File: config.mk
export PLATFORM = sky130hd
export DESIGN_NAME = fetch_queue
export DESIGN_NICKNAME = d
export VERILOG_FILES = /design/src/rtl/fetch_queue.sv
export SDC_FILE = /design/constraint.sdc
export NUM_CORES = 1
export LEC_CHECK = 0
export ABC_CLOCK_PERIOD_IN_PS = 4100
export CORE_ASPECT_RATIO = 1.75
export CORE_UTILIZATION = 40
export CTS_BUF_LIST = sky130_fd_sc_hd__clkbuf_8
export DETAILED_ROUTE_END_ITERATION = 8
export MAX_ROUTING_LAYER = met4
export SETUP_SLACK_MARGIN = 0.15
export SLEW_MARGIN = 20
export SYNTH_ARGS = -nofsm -noshare
export SYNTH_HDL_FRONTEND = slang
export SYNTH_SLANG_ARGS = --single-unit
export TNS_END_PERCENT = 30
File: constraint.sdc
create_clock -name clk -period 4.1 [get_ports clk]
set_input_delay 0.615 -clock clk [delete_from_list [all_inputs] [get_ports clk]]
set_output_delay 0.615 -clock clk [all_outputs]
set_load 0.02 [all_outputs]
File: src/rtl/fetch_queue.sv
// Instruction fetch unit: issues word fetches to imem and queues {pc+4, instruction} pairs for ID.
// Latency: an acked word reaches the queue head on the cycle after imem_ack.
// Backpressure: id_ready low holds the head; fetching pauses while the queue is full. redirect flushes the queue.
//
// Ports:
//   clk, reset (async, active-low)
//   imem_req/imem_addr/imem_ack/imem_rdata  - single-outstanding instruction memory port
//   redirect/redirect_pc                    - flush and refetch from a new address
//   id_ready/ins_valid/ins_out/pc_plus4_out - queue head towards the IF/ID register
//   count                                   - current occupancy 0..DEPTH
module fetch_queue #(
    parameter int          DEPTH    = 4,
    parameter logic [31:0] RESET_PC = 32'h0000_0000
) (
    input  logic        clk,
    input  logic        reset,
    output logic        imem_req,
    output logic [31:0] imem_addr,
    input  logic        imem_ack,
    input  logic [31:0] imem_rdata,
    input  logic        redirect,
    input  logic [31:0] redirect_pc,
    input  logic        id_ready,
    output logic        ins_valid,
    output logic [31:0] ins_out,
    output logic [31:0] pc_plus4_out,
    output logic [3:0]  count
);

    localparam int         PTR_W   = $clog2(DEPTH);
    localparam logic [3:0] DEPTH_C = 4'(DEPTH);

    typedef enum logic [1:0] {
        IDLE = 2'd0,
        WAIT = 2'd1,
        DROP = 2'd2
    } state_t;

    typedef struct packed {
        logic [31:0] pc_plus4;
        logic [31:0] ins;
    } entry_t;

    state_t           state;
    state_t           state_nxt;
    logic [31:0]      fpc;
    logic [31:0]      fpc_nxt;
    logic [31:0]      req_addr;
    logic [31:0]      req_addr_nxt;
    logic [31:0]      seq_addr;
    logic [PTR_W-1:0] wr_ptr;
    logic [PTR_W-1:0] rd_ptr;
    logic [3:0]       count_after_push;
    logic             push;
    logic             pop;
    logic             flush;
    entry_t           mem [DEPTH];
    entry_t           head;

    // Sequential successor of the outstanding request; wraps modulo 2^32.
    assign seq_addr  = req_addr + 32'd4;

    assign imem_req  = (state == WAIT) || (state == DROP);
    assign imem_addr = req_addr;

    assign ins_valid    = (count != 4'd0);
    assign head         = mem[rd_ptr];
    assign ins_out      = ins_valid ? head.ins      : 32'd0;
    assign pc_plus4_out = ins_valid ? head.pc_plus4 : 32'd0;

    // Redirect wins over both queue ports in the same cycle.
    assign flush = redirect;
    assign pop   = ins_valid && id_ready && !redirect;

    always_comb begin
        state_nxt        = state;
        fpc_nxt          = fpc;
        req_addr_nxt     = req_addr;
        push             = 1'b0;
        count_after_push = count + 4'd1 - {3'b000, pop};
        case (state)
            IDLE: begin
                if (redirect) begin
                    fpc_nxt = redirect_pc;
                end else if (count < DEPTH_C) begin
                    state_nxt    = WAIT;
                    req_addr_nxt = fpc;
                end
            end
            WAIT: begin
                if (redirect) begin
                    // With ack this cycle the data is simply dropped; without it
                    // the in-flight response must be absorbed in DROP.
                    fpc_nxt   = redirect_pc;
                    state_nxt = imem_ack ? IDLE : DROP;
                end else if (imem_ack) begin
                    push    = 1'b1;
                    fpc_nxt = seq_addr;
                    // Keep streaming only if the entry being pushed leaves room
                    // for the next response; guarantees no push into a full queue.
                    if (count_after_push < DEPTH_C) begin
                        req_addr_nxt = seq_addr;
                    end else begin
                        state_nxt = IDLE;
                    end
                end
            end
            DROP: begin
                if (redirect) begin
                    fpc_nxt = redirect_pc;
                end
                // The stale response terminates the request; a redirect arriving
                // with it must not leave the FSM waiting for an ack that never comes.
                if (imem_ack) begin
                    state_nxt = IDLE;
                end
            end
            default: begin
                state_nxt = IDLE;
            end
        endcase
    end

    always_ff @(posedge clk or negedge reset) begin
        if (!reset) begin
            state    <= IDLE;
            fpc      <= RESET_PC;
            req_addr <= RESET_PC;
        end else begin
            state    <= state_nxt;
            fpc      <= fpc_nxt;
            req_addr <= req_addr_nxt;
        end
    end

    always_ff @(posedge clk or negedge reset) begin
        if (!reset) begin
            wr_ptr <= '0;
            rd_ptr <= '0;
            count  <= 4'd0;
        end else if (flush) begin
            wr_ptr <= '0;
            rd_ptr <= '0;
            count  <= 4'd0;
        end else begin
            if (push) begin
                wr_ptr <= wr_ptr + PTR_W'(1);
            end
            if (pop) begin
                rd_ptr <= rd_ptr + PTR_W'(1);
            end
            case ({push, pop})
                2'b10:   count <= count + 4'd1;
                2'b01:   count <= count - 4'd1;
                default: count <= count;
            endcase
        end
    end

    // Storage needs no reset: entries are only visible while count != 0.
    always_ff @(posedge clk) begin
        if (push) begin
            mem[wr_ptr] <= '{pc_plus4: seq_addr, ins: imem_rdata};
        end
    end

endmodule

[Word-level counts from Yosys, hierarchy flattened]
Memory sizes are Yosys's and may differ from the RTL's.
Index checks and enable logic that the tools add are counted.
Cells by class
  magnitude comparators: 2
  eq/ne operators: 13
  add/subtract/negate cells: 6
  mux-type cells: 31
  reduce and logical (&&, ||, !) cells: 15
Operator list (count)
  two-way mux 32 bit: 10
  case mux 32 bit (2 select lines): 2
  adder 32 x 3 -> 32 bit, second input constant: 1
  two-way mux 2 bit: 11
  inequality test 2 bit, second input constant: 5
  < comparator 4 x 3 -> 1 bit, second input constant: 2
  case mux 4 bit (2 select lines): 1
  nonzero test 2 bit: 4
  inequality test 3 bit, second input constant: 2
  case mux 2 bit (3 select lines): 1
  AND reduction 6 bit: 1
  two-way mux 1 bit: 5
  AND reduction 5 bit: 1
  adder 2 x 1 -> 2 bit, second input constant: 2
  adder 4 x 1 -> 4 bit, second input constant: 1
  equality test 2 x 1 -> 1 bit, second input constant: 2
  equality test 2 bit, second input constant: 2
  two-way mux 4 bit: 1
  inequality test 2 x 1 -> 1 bit, second input constant: 2
  nonzero test 4 bit: 1
  subtractor 4 x 1 -> 4 bit: 1
  subtractor 4 x 1 -> 4 bit, second input constant: 1
  AND reduction 3 bit: 1
  nonzero test 3 bit: 1
  other kinds (5): 6
Word-level totals
  word-level logic and storage cells: 74
  memory bits (writable): 256
  output and inout port bits: 102
  memories: 1
  flip-flop bits (word level): 74
Memory list
  mem: words 4, width 64, read ports 1, clocked after Yosys merged registers in 0, write ports 1, RTL line 57  | entry_t mem [DEPTH];

[Depth between registers and ports, before layout]
  depth in word-level cells: 9
  mapped depth: 9

[Worst setup path after synthesis]
No wires, ideal clock.
  path type: reg2reg
  start: register state[1]
  end: memory mem[0][0] in the netlist's numbering (enable)
  path buffers: 2
  clock period less this slack: 3.290 ns
  arrival time: 2.861 ns
  setup slack: 0.810 ns
  setup time: 0.429 ns
  stages on the path, launching flop included: 7
  required time: 3.671 ns
  path through: dfrtp_1 inv_1 ha_1 and3b_1 clkbuf_1 clkbuf_1 and2_1
On the way
  word-level cells in the longest chain between the ends: 4
Ends and longest elaborated chain
  from (decl): RTL line 44  | state_t state;
  from (signal assigned): RTL line 130  | state <= state_nxt;
  equality test 2 x 1 -> 1 bit: RTL line 81  | case (state)
  two-way mux 1 bit: RTL line 81
  two-way mux 1 bit: RTL line 162  | if (push) begin
  two-way mux 1 bit (not written as such): RTL line 163  | mem[wr_ptr] <= '{pc_plus4: seq_addr, ins: imem_rdata};
  to (decl): RTL line 57
Every way passes these cells.

[Worst setup path in the final report]
  start: register count[0]
  end: output pc_plus4_out[21]
On the way
  word-level cells in the longest chain between the ends: 2
Ends and longest elaborated chain
  from (decl): RTL line 27  | output logic [3:0] count
  from (signal assigned): RTL line 153  | 2'b10: count <= count + 4'd1;
  from (signal assigned): RTL line 154  | 2'b01: count <= count - 4'd1;
  from (signal assigned): RTL line 155  | default: count <= count;
  nonzero test 4 bit: RTL line 66  | assign ins_valid = (count != 4'd0);
  two-way mux 32 bit: RTL line 69  | assign pc_plus4_out = ins_valid ? head.pc_plus4 : 32'd0;
  to (decl): RTL line 26  | output logic [31:0] pc_plus4_out,
Every way passes these cells.

==> reports/results.tsv <==
metric	value	unit
outcome	completed	
viasPerCell	5.40	
ys_seq_area_frac	0.662	
slew-limit-headroom	0.293	
ios	171	
drt_first_iter_violations	455	
grt_pass1_vias	9203	
ir_drop	0.418	mV
powerDensity	744	nW/µm²
power.share.clock	0.186	
routedWlPerCell	21.3	µm
tritoncts	built	
setup_ws	0.447	ns
synth_edf_count	256	
n_fill_cell	3051	
rsz0062_at_grt	false	
fmaxAchievable	274	MHz
syn_avg_cell_area	15.2	µm²
switching_share	0.380	
finalCritPeriodShare	0.891	
post-route-min-period	3.65	ns
track_usage	0.200	
synth.net_count	1027	
setup_tns	0	ns
leakagePower	6.05	nW
path_max_fanout	44	
ys_top_cells_by_area	edfxtp_1, dfrtp_1, mux4_2	
nets	1200	
io_buffer_count	170	
cts_inserted_buffers	46	
crit_path_end_kind	output pin	
p_int	8.08	mW
switchingPower	4.96	mW
tightest_slew	1.06	ns
dp_hpwl	22700	µm
synthMostInstantiatedCell	edfxtp_1	
grt_overflow	0	
maxCapViolCount	0	
seqPwrFrac	0.375	
drv_slew	0	
worstPathArrival	3.04	ns
ant_nets	0	
hold_viol_final	0	
drc_errors	0	
clkTransAtPathRegs	0.07	ns
dr_total_vias	8767	
synth_top_area_frac	0.533	
ys_top_cells_by_count	edfxtp_1, and2_1, dfrtp_1	
synthFlopType	edfxtp_1	
setup_viol	0	
die_width	145	µm
ys_warn_count	0	
grt_first_pass_wirelength	54100	µm
netlist_instances	948	
drtPass1Iterations	5	
critPathKind	reg -> out	
final_area	17500	µm²
dieHeight	253	µm
synth_cell_types	62	
root_buffer	clkbuf_8	
clock_path_buffers	3	
dpl-instance-area	16700	µm²
ys_async_sr_fraction	0.224	
post-route-util	0.495	
cts_sinks	330	
hold_buffers	0	
drt-total-wl	34700	µm
drive_gt1_frac	0.150	
required	3.48	ns
synthToLayoutAreaGrowth	21.6	%
die_area	36800	µm²
min_path_type	in -> async	
antenna_found_initial	1	
num_rows	91	
fin_skew	0.0214	ns
coreArea	35400	µm²
initial_core_util	0.407	
syn_area	14400	µm²
cts_max_level	2	
reg2reg_depth	8	
pwr-share-comb	0.439	
gp_congestion	0.837	
insertion_delay	0.58	ns
start_kind	flip-flop	
grt_max_degree	45	
synth-seq-cells	330	
yosys.area.top_type	edfxtp_1	
place_ws	0.781	ns
## area by class of cell
type,count,area (µm²),area share
clock buffers,46,633,0.0361
repair buffers,195,1960,0.112
inverters,17,63.8,0.00364
diodes,1,2.50,0.000143
well taps,465,582,0.0332
clock inverters,39,223,0.0127
multi-input cells,531,4510,0.258
flip-flops and latches,330,9540,0.545
## cells in the final DEF (no fill, tap or decap), types with 5 or more instances in the layout
cell type	netlist	routed
edfxtp_1	256	256
clkdlybuf4s50_1	0	169
dfrtp_1	74	72
and2_1	75	71
mux4_2	64	64
nand2_1	56	56
clkbuf_8	0	46
nor2_1	42	42
o21ai_0	32	32
inv_1	17	30
nand3_1	27	27
a2bb2oi_1	25	25
xnor2_1	23	23
buf_4	4	19
a22oi_1	17	17
and3_1	14	14
o22ai_1	14	14
a31oi_1	13	13
xor2_1	12	12
clkinv_1	0	12
nand4_1	11	11
nor3_1	10	9
ha_1	10	9
clkinv_2	0	9
mux2i_1	7	7
o22a_1	7	7
a221o_1	6	6
buf_12	0	6
and4_1	5	5
or4_1	5	5
and2_4	1	5
a21oi_1	6	5
## path summary, 6_finish.rpt
path / start / slack (ns) / end
max in group asynchronous: reset / 3.15 / rd_ptr[0]$_DFFE_PN0P_
worst max register to register: count[0]$_DFFE_PN0P_ / 1.34 / imem_addr[2]$_DFFE_PN0P_
worst max-delay path: count[0]$_DFFE_PN0P_ / 0.45 / pc_plus4_out[21]
worst min-delay path: reset / 0.07 / fpc[23]$_DFFE_PN0P_
min in group clk: fpc[4]$_DFFE_PN0P_ / 0.47 / fpc[4]$_DFFE_PN0P_
worst min register to register: fpc[4]$_DFFE_PN0P_ / 0.47 / fpc[4]$_DFFE_PN0P_
## sequential cells by signal, indices dropped and copies added, names as in the netlist
name       count
state          2
wr_ptr         2
rd_ptr         2
mem          256
imem_addr     32
count          4
fpc           32
## critical path, stage by stage, from the launching register on
cell and delay [ns]:
dfrtp_1 0.46, inv_1 0.11, ha_1 0.21, or3b_4 0.43
buf_4 0.38, and2_1 0.22, clkdlybuf4s50_1 0.61
## per-layer routing
layer	GRT usage	vias to the layer above	wire length, µm
met5	-	-	0
met4	0.0725	0	928
met3	0.0288	60	1530
met2	0.349	261	18200
met1	0.234	4441	14000
li1	-	4005	-
## metrics by stage
| step | cells | power (mW) | hold slack [ns] |
|---|---|---|---|
| 4_1_cts | 1623 | 13.2 | 0.0427 |
| 2_1_floorplan | 948 | 8.34 | 0.319 |
| 3_5_place_dp | 1538 | 10.7 | 0.465 |
| 3_3_place_gp | 1538 | 10.6 | 0.457 |
| 6_report | 1624 | 13.0 | 0.0658 |
| 5_1_grt | 1624 | 13.8 | 0.0895 |
## logic make-up (layout without fill, tap and decap cells)
group                      Yosys count  after routing  share of synthesized area
DFF                                330            330                      0.662
and+or+nand+nor                    269            269                      0.103
AOI/OAI and AO/OA                  146            146                     0.0741
buffers and inverters               87            297                     0.0266
muxes                               71             71                      0.105
xor gates and xnor gates            35             35                     0.0213
adders and majority gates           10             10                    0.00868
other                                0              1                          0
## what timing repair did
action,in CTS,in global routing
gates resized for setup,0,1
endpoints found under the setup margin,0,43
setup buffers,0,0
## power by group through the flow
stage | sequential [mW] | combinational, mW | clock, mW
floorplan | 4.87 | 3.47 | 0
global placement | 4.94 | 5.71 | 0
detailed placement | 4.95 | 5.78 | 0
CTS | 4.89 | 5.80 | 2.50
global route | 4.97 | 6.18 | 2.63
finish | 4.89 | 5.72 | 2.42
(Power assumes the default switching activity.)
